<file path="src/rtl/gpio_pkg.sv">
// Shared types and constants for the GPIO interrupt controller.
package gpio_pkg;

  localparam int GPIO_IRQ_HOLDOFF_W = 16;

  typedef enum logic [1:0] {
    GPIO_IRQ_IDLE    = 2'd0,
    GPIO_IRQ_ASSERT  = 2'd1,
    GPIO_IRQ_HOLDOFF = 2'd2
  } gpio_irq_state_t;

endpackage

</file>
<file path="src/rtl/gpio_irq_controller_if.sv">
// Register/event bundle between the GPIO edge detector, CSR block and the irq controller.
interface gpio_irq_controller_if #(
  parameter int WIDTH     = 32,
  parameter int HOLDOFF_W = 16
);
  logic [WIDTH-1:0]     rise_detected;
  logic [WIDTH-1:0]     fall_detected;
  logic                 ier_wr;
  logic [WIDTH-1:0]     ier_wdata;
  logic                 isr_clr;
  logic [WIDTH-1:0]     isr_clr_mask;
  logic [HOLDOFF_W-1:0] holdoff;
  logic [WIDTH-1:0]     ier;
  logic [WIDTH-1:0]     isr;
  logic [WIDTH-1:0]     ovr;
  logic                 irq;

  modport master (
    output rise_detected, fall_detected, ier_wr, ier_wdata, isr_clr, isr_clr_mask, holdoff,
    input  ier, isr, ovr, irq
  );

  modport slave (
    input  rise_detected, fall_detected, ier_wr, ier_wdata, isr_clr, isr_clr_mask, holdoff,
    output ier, isr, ovr, irq
  );
endinterface

</file>
<file path="src/rtl/gpio_irq_holdoff_timer.sv">
// Down-counter for the irq hold-off gap; loaded with (holdoff-1) and stepped by the FSM.
module gpio_irq_holdoff_timer #(
  parameter int HOLDOFF_W = 16
) (
  input  logic                 clk,
  input  logic                 rst_n,
  input  logic                 load,
  input  logic [HOLDOFF_W-1:0] load_val,
  input  logic                 dec,
  output logic                 zero
);
  localparam logic [HOLDOFF_W-1:0] ONE = {{(HOLDOFF_W-1){1'b0}}, 1'b1};

  logic [HOLDOFF_W-1:0] cnt;

  always_ff @(posedge clk) begin
    if (!rst_n) begin
      cnt <= '0;
    end else if (load) begin
      cnt <= load_val - ONE;
    end else if (dec) begin
      cnt <= cnt - ONE;
    end
  end

  assign zero = (cnt == '0);
endmodule

</file>
<file path="src/rtl/gpio_irq_controller.sv">
// Sticky pending/overrun latching with W1C and enable mask, driving one level irq
// with a programmable low gap after each deassertion.
module gpio_irq_controller
  import gpio_pkg::*;
#(
  parameter int WIDTH     = 32,
  parameter int HOLDOFF_W = GPIO_IRQ_HOLDOFF_W
) (
  input  logic                  clk,
  input  logic                  rst_n,
  gpio_irq_controller_if.slave  bus
);
  localparam logic [1:0] ST_IDLE    = GPIO_IRQ_IDLE;
  localparam logic [1:0] ST_ASSERT  = GPIO_IRQ_ASSERT;
  localparam logic [1:0] ST_HOLDOFF = GPIO_IRQ_HOLDOFF;

  logic [WIDTH-1:0] ier_q, isr_q, ovr_q;
  logic [WIDTH-1:0] evt, clr;
  logic             active;
  logic [1:0]       state_q, state_d;
  logic             irq_q;
  logic             tmr_load, tmr_dec, tmr_zero;

  assign evt    = bus.rise_detected | bus.fall_detected;
  assign clr    = {WIDTH{bus.isr_clr}} & bus.isr_clr_mask;
  assign active = |(isr_q & ier_q);

  // A new event always wins over a simultaneous clear; overrun uses the pre-update isr.
  always_ff @(posedge clk) begin
    if (!rst_n) begin
      ier_q <= '0;
      isr_q <= '0;
      ovr_q <= '0;
    end else begin
      if (bus.ier_wr) begin
        ier_q <= bus.ier_wdata;
      end
      isr_q <= evt | (isr_q & ~clr);
      ovr_q <= (evt & isr_q) | (ovr_q & ~clr);
    end
  end

  always_comb begin
    state_d  = state_q;
    tmr_load = 1'b0;
    tmr_dec  = 1'b0;
    case (state_q)
      ST_IDLE: begin
        if (active) begin
          state_d = ST_ASSERT;
        end
      end
      ST_ASSERT: begin
        if (!active) begin
          if (bus.holdoff == '0) begin
            state_d = ST_IDLE;
          end else begin
            state_d  = ST_HOLDOFF;
            tmr_load = 1'b1;
          end
        end
      end
      ST_HOLDOFF: begin
        if (tmr_zero) begin
          state_d = ST_IDLE;
        end else begin
          tmr_dec = 1'b1;
        end
      end
      default: state_d = ST_IDLE;
    endcase
  end

  // irq is flopped from the next-state decode so it is glitch-free and tracks state exactly.
  always_ff @(posedge clk) begin
    if (!rst_n) begin
      state_q <= ST_IDLE;
      irq_q   <= 1'b0;
    end else begin
      state_q <= state_d;
      irq_q   <= (state_d == ST_ASSERT);
    end
  end

  gpio_irq_holdoff_timer #(
    .HOLDOFF_W (HOLDOFF_W)
  ) u_timer (
    .clk      (clk),
    .rst_n    (rst_n),
    .load     (tmr_load),
    .load_val (bus.holdoff),
    .dec      (tmr_dec),
    .zero     (tmr_zero)
  );

  assign bus.ier = ier_q;
  assign bus.isr = isr_q;
  assign bus.ovr = ovr_q;
  assign bus.irq = irq_q;
endmodule

</file>
<file path="src/flat_wrapper.sv">
// flat-port wrapper written by rule: the top's interface ports become plain ports
module gpio_irq_controller_flat import gpio_pkg::*;
#(
  parameter int WIDTH     = 32,
  parameter int HOLDOFF_W = GPIO_IRQ_HOLDOFF_W
)
  (clk, rst_n, bus_rise_detected, bus_fall_detected, bus_ier_wr, bus_ier_wdata, bus_isr_clr, bus_isr_clr_mask, bus_holdoff, bus_ier, bus_isr, bus_ovr, bus_irq);
  gpio_irq_controller_if #(.WIDTH(WIDTH), .HOLDOFF_W(HOLDOFF_W)) bus_i ();
  input  logic clk;
  input  logic rst_n;
  input wire logic [$bits(bus_i.rise_detected)-1:0] bus_rise_detected;
  input wire logic [$bits(bus_i.fall_detected)-1:0] bus_fall_detected;
  input wire logic [$bits(bus_i.ier_wr)-1:0] bus_ier_wr;
  input wire logic [$bits(bus_i.ier_wdata)-1:0] bus_ier_wdata;
  input wire logic [$bits(bus_i.isr_clr)-1:0] bus_isr_clr;
  input wire logic [$bits(bus_i.isr_clr_mask)-1:0] bus_isr_clr_mask;
  input wire logic [$bits(bus_i.holdoff)-1:0] bus_holdoff;
  output wire logic [$bits(bus_i.ier)-1:0] bus_ier;
  output wire logic [$bits(bus_i.isr)-1:0] bus_isr;
  output wire logic [$bits(bus_i.ovr)-1:0] bus_ovr;
  output wire logic [$bits(bus_i.irq)-1:0] bus_irq;
  assign bus_i.rise_detected = bus_rise_detected;
  assign bus_i.fall_detected = bus_fall_detected;
  assign bus_i.ier_wr = bus_ier_wr;
  assign bus_i.ier_wdata = bus_ier_wdata;
  assign bus_i.isr_clr = bus_isr_clr;
  assign bus_i.isr_clr_mask = bus_isr_clr_mask;
  assign bus_i.holdoff = bus_holdoff;
  assign bus_ier = bus_i.ier;
  assign bus_isr = bus_i.isr;
  assign bus_ovr = bus_i.ovr;
  assign bus_irq = bus_i.irq;
  gpio_irq_controller #(.WIDTH(WIDTH), .HOLDOFF_W(HOLDOFF_W)) u_core (.clk(clk), .rst_n(rst_n), .bus(bus_i));
endmodule
</file>
<file path="config.mk">
export PLATFORM = sky130hd
export DESIGN_NAME = gpio_irq_controller_flat
export DESIGN_NICKNAME = d
export VERILOG_FILES = /design/src/rtl/gpio_pkg.sv /design/src/rtl/gpio_irq_controller_if.sv /design/src/rtl/gpio_irq_holdoff_timer.sv /design/src/rtl/gpio_irq_controller.sv /design/src/flat_wrapper.sv
export SDC_FILE = /design/constraint.sdc
export NUM_CORES = 1
export LEC_CHECK = 0
export ABC_CLOCK_PERIOD_IN_PS = 3850
export CAP_MARGIN = 20
export CORE_ASPECT_RATIO = 0.8
export CORE_MARGIN = 2
export CORE_UTILIZATION = 41
export DETAILED_ROUTE_END_ITERATION = 8
export PLACE_DENSITY = 0.91
export SLEW_MARGIN = 10
export SYNTH_ARGS = -nofsm -noshare
export SYNTH_HDL_FRONTEND = slang
export SYNTH_SLANG_ARGS = --single-unit
</file>
<file path="constraint.sdc">
create_clock -name clk -period 3.85 [get_ports clk]
set_input_delay 0.5775 -clock clk [delete_from_list [all_inputs] [get_ports clk]]
set_output_delay 0.5775 -clock clk [all_outputs]
set_load 0.05 [all_outputs]
</file>
==> metrics.cfg <==
[routing]
drtIter0Drc = 264
routed_wl_um = 16200
vias = 4991
final_antenna_net_count = 0
vias_per_cell = 5.18
drt-pass1-iter-count = 5
routedWlPerCell_um = 16.8
drc = 0

[floorplanning]
die_w_um = 128
start_util_pct = 41.7
num_rows = 36
coreArea_sq_um = 12100
io_pins = 245
die-area_sq_um = 13200
fp.dieH_um = 103

[global_route]
track_usage_pct = 24.0
antenna_found_initial = 0
grt_pass1_wl_um = 24500
grt_pass1_vias = 4780
grt_max_degree = 118
grt-ovfl-total = 0

[finish]
fin_nets = 947
final_cell_count_no_fill = 963
design_area_sq_um = 8260
drive_gt1_share_pct = 6.17
syn2layout_area_growth_pct = 63.5
fillers = 936
regArea_sq_um = 2300
multi_input_area_sq_um = 2630
n_antenna_cell = 0

[yosys]
synth-seq-cells = 115
netlist_top_cells_area = dfxtp_1, nor2b_1, mux2i_1
synth-async-reset-ratio_pct = 0
synth.most_common_cell = dfxtp_1
synth_warnings = 0
yosysUniqueCellTypes = 48
ys_seq_area_share_pct = 45.6
synthFlopType = dfxtp_1
synthesis.area_sq_um = 5050
synth_common_cells = dfxtp_1, nand2_1, nor2b_1
synth_edf_count = 0
yosysTopAreaCell = dfxtp_1
syn_nets = 700
syn_avg_cell_area_sq_um = 9.17
synthCells = 551
synth_top_cell_area_share_pct = 45.6

[sta]
max_freq_ghz = 0.303
fin_ws_ns = 0.547
skew_ns = 0.0108
finalSetupTns_ns = 0
setup_viol = 0
final.period_utilization_pct = 85.8
rsz0062_at_grt = no
slew_headroom_pct = 32.6
worstMarginPinSlew_ns = 1.01
finalCriticalPeriod_ns = 3.30
hold_viol_final = 0
slew_viol_final = 0

[setup_path]
r2r_cells = 13
reg2reg_from = u_core.bus.isr[19]
crit_path_end = u_core.u_timer.cnt[14]
path_max_fanout = 4
cp-start-kind = input pin
r2r_setup_slack_ns = 1.04
critPathRequiredTime_ns = 4.14
crit_arrival_ns = 3.59
crit_path_end_kind = flip-flop
startpoint = bus_holdoff[1]
worst-setup-path-type = input pin to flip-flop
regToRegEndpoint = u_core.u_timer.cnt[14]

[pwr]
p_leak_nw = 3.20
max-vdd-ir-drop_uv = 289
power.total_mw = 3.86
powerDensity_nw_per_um2 = 467

[cts]
cts-root-buf = clkbuf_16
clockBufferDepth = 2
clk-insertion-delay-late_ns = 0.40
cts_tree = built
h-tree-depth = 4
cts_resized = 0
clkSlewWorstSetupHoldPaths_ns = 0.06
postCtsSetupBuffers = 0
clkSinkCount = 115
postCtsHoldBufs = 0
numCtsBuffers = 17

[run_status]
status = completed

[placed_design]
portBuffers = 244
placed_cell_area_sq_um = 7660
dp.cells = 931
place_hpwl_um = 12300
dpl_worst_slack_ns = 0.186
gp_congestion = 0.906

[flow_run]
maxCapViolations = 0

[worst_hold_path]
hold_class = flip-flop to flip-flop

## per-layer routing
metal	wire length [um]	track usage, %	share of wire [%]	up-vias
met3	1200	7.05	7.4	20
met1	7200	30.3	44	2295
met5	0	0	0	-
met2	7530	39.9	46	211
met4	272	8.11	1.7	0
li1	-	-	-	2465
## metrics by stage
| step | hold slack, ns | utilization, % |
|---|---|---|
| after floorplan | 0.442 | - |
| after global placement | 0.450 | 63.2 |
| after detailed placement | 0.458 | 63.2 |
| after CTS | 0.464 | 68.2 |
| after global routing | 0.487 | 68.2 |
| final | 0.459 | 68.2 |
## flip-flops by register name, indices dropped and copies added (netlist names)
register            cells
u_core.bus.isr         32
u_core.bus.irq          1
u_core.bus.ovr         32
u_core.state_q          2
u_core.u_timer.cnt     16
u_core.bus.ier         32
## logic make-up after synthesis
kind of cell	share of synthesized area, %
buffers and inverters	2.43
flip-flops	45.6
AND/OR/NAND/NOR	20.7
adder cells (fa/ha/maj)	0.248
multiplexers	6.93
XOR/XNOR	3.99
AO/OA/AOI/OAI	20.1
## worst min-delay path by stage
stage          slack, ns                  start  depth (start not counted)               endpoint
2_1_floorplan       0.44  u_core.u_timer.cnt[1]                          2  u_core.u_timer.cnt[1]
3_3_place_gp        0.45     u_core.bus.ovr[28]                          2     u_core.bus.ovr[28]
3_5_place_dp        0.46      u_core.bus.ovr[6]                          2      u_core.bus.ovr[6]
4_1_cts             0.46      u_core.bus.ovr[6]                          2      u_core.bus.ovr[6]
5_1_grt             0.49      u_core.bus.ovr[4]                          2      u_core.bus.ovr[4]
6_report            0.46      u_core.bus.ovr[6]                          2      u_core.bus.ovr[6]
## cells in the final DEF, fill, tap and decap left out, types with 4 or more instances in the layout
cell               n
nor2_1            15
nor3_1             6
or3_1              6
a21oi_1            8
a22oi_1           16
clkdlybuf4s50_1  242
clkinv_2           5
nor2b_1           65
o21ai_0           37
xor2_1             9
nand4_1            4
dfxtp_1          115
clkbuf_16         17
xnor2_1           14
nor4_1             6
nand2_1           74
a211oi_1          32
buf_4             10
nand2b_1           4
a21boi_0          32
mux2i_1           35
## area by class of cell
class / instances / share of cell area, %
flip-flops and latches: 115 / 27.9
clock inverters: 10 / 1.57
repair buffers: 255 / 30.6
well taps: 152 / 2.30
inverters: 3 / 0.136
clock buffers: 22 / 5.74
multi-input cells: 406 / 31.8
## worst max-delay path: stages
cell	delay, ns
clkdlybuf4s50_1	0.46
nor4_1	0.35
buf_4	0.19
nand4b_1	0.15
o311a_1	0.37
nand3_1	0.18
mux2i_1	0.22
ha_1	0.21
nand4b_1	0.12
nor3_1	0.18
buf_4	0.16
nand2_1	0.06
xnor2_1	0.13
o211a_1	0.21
## power by group
group / switching (mW) / total [mW] / internal [mW]
Sequential: 0.0790 / 1.36 / 1.28
Clock: 0.526 / 1.59 / 1.06
Combinational: 0.516 / 0.908 / 0.392
No activity file was read; power rests on OpenSTA's default activity.
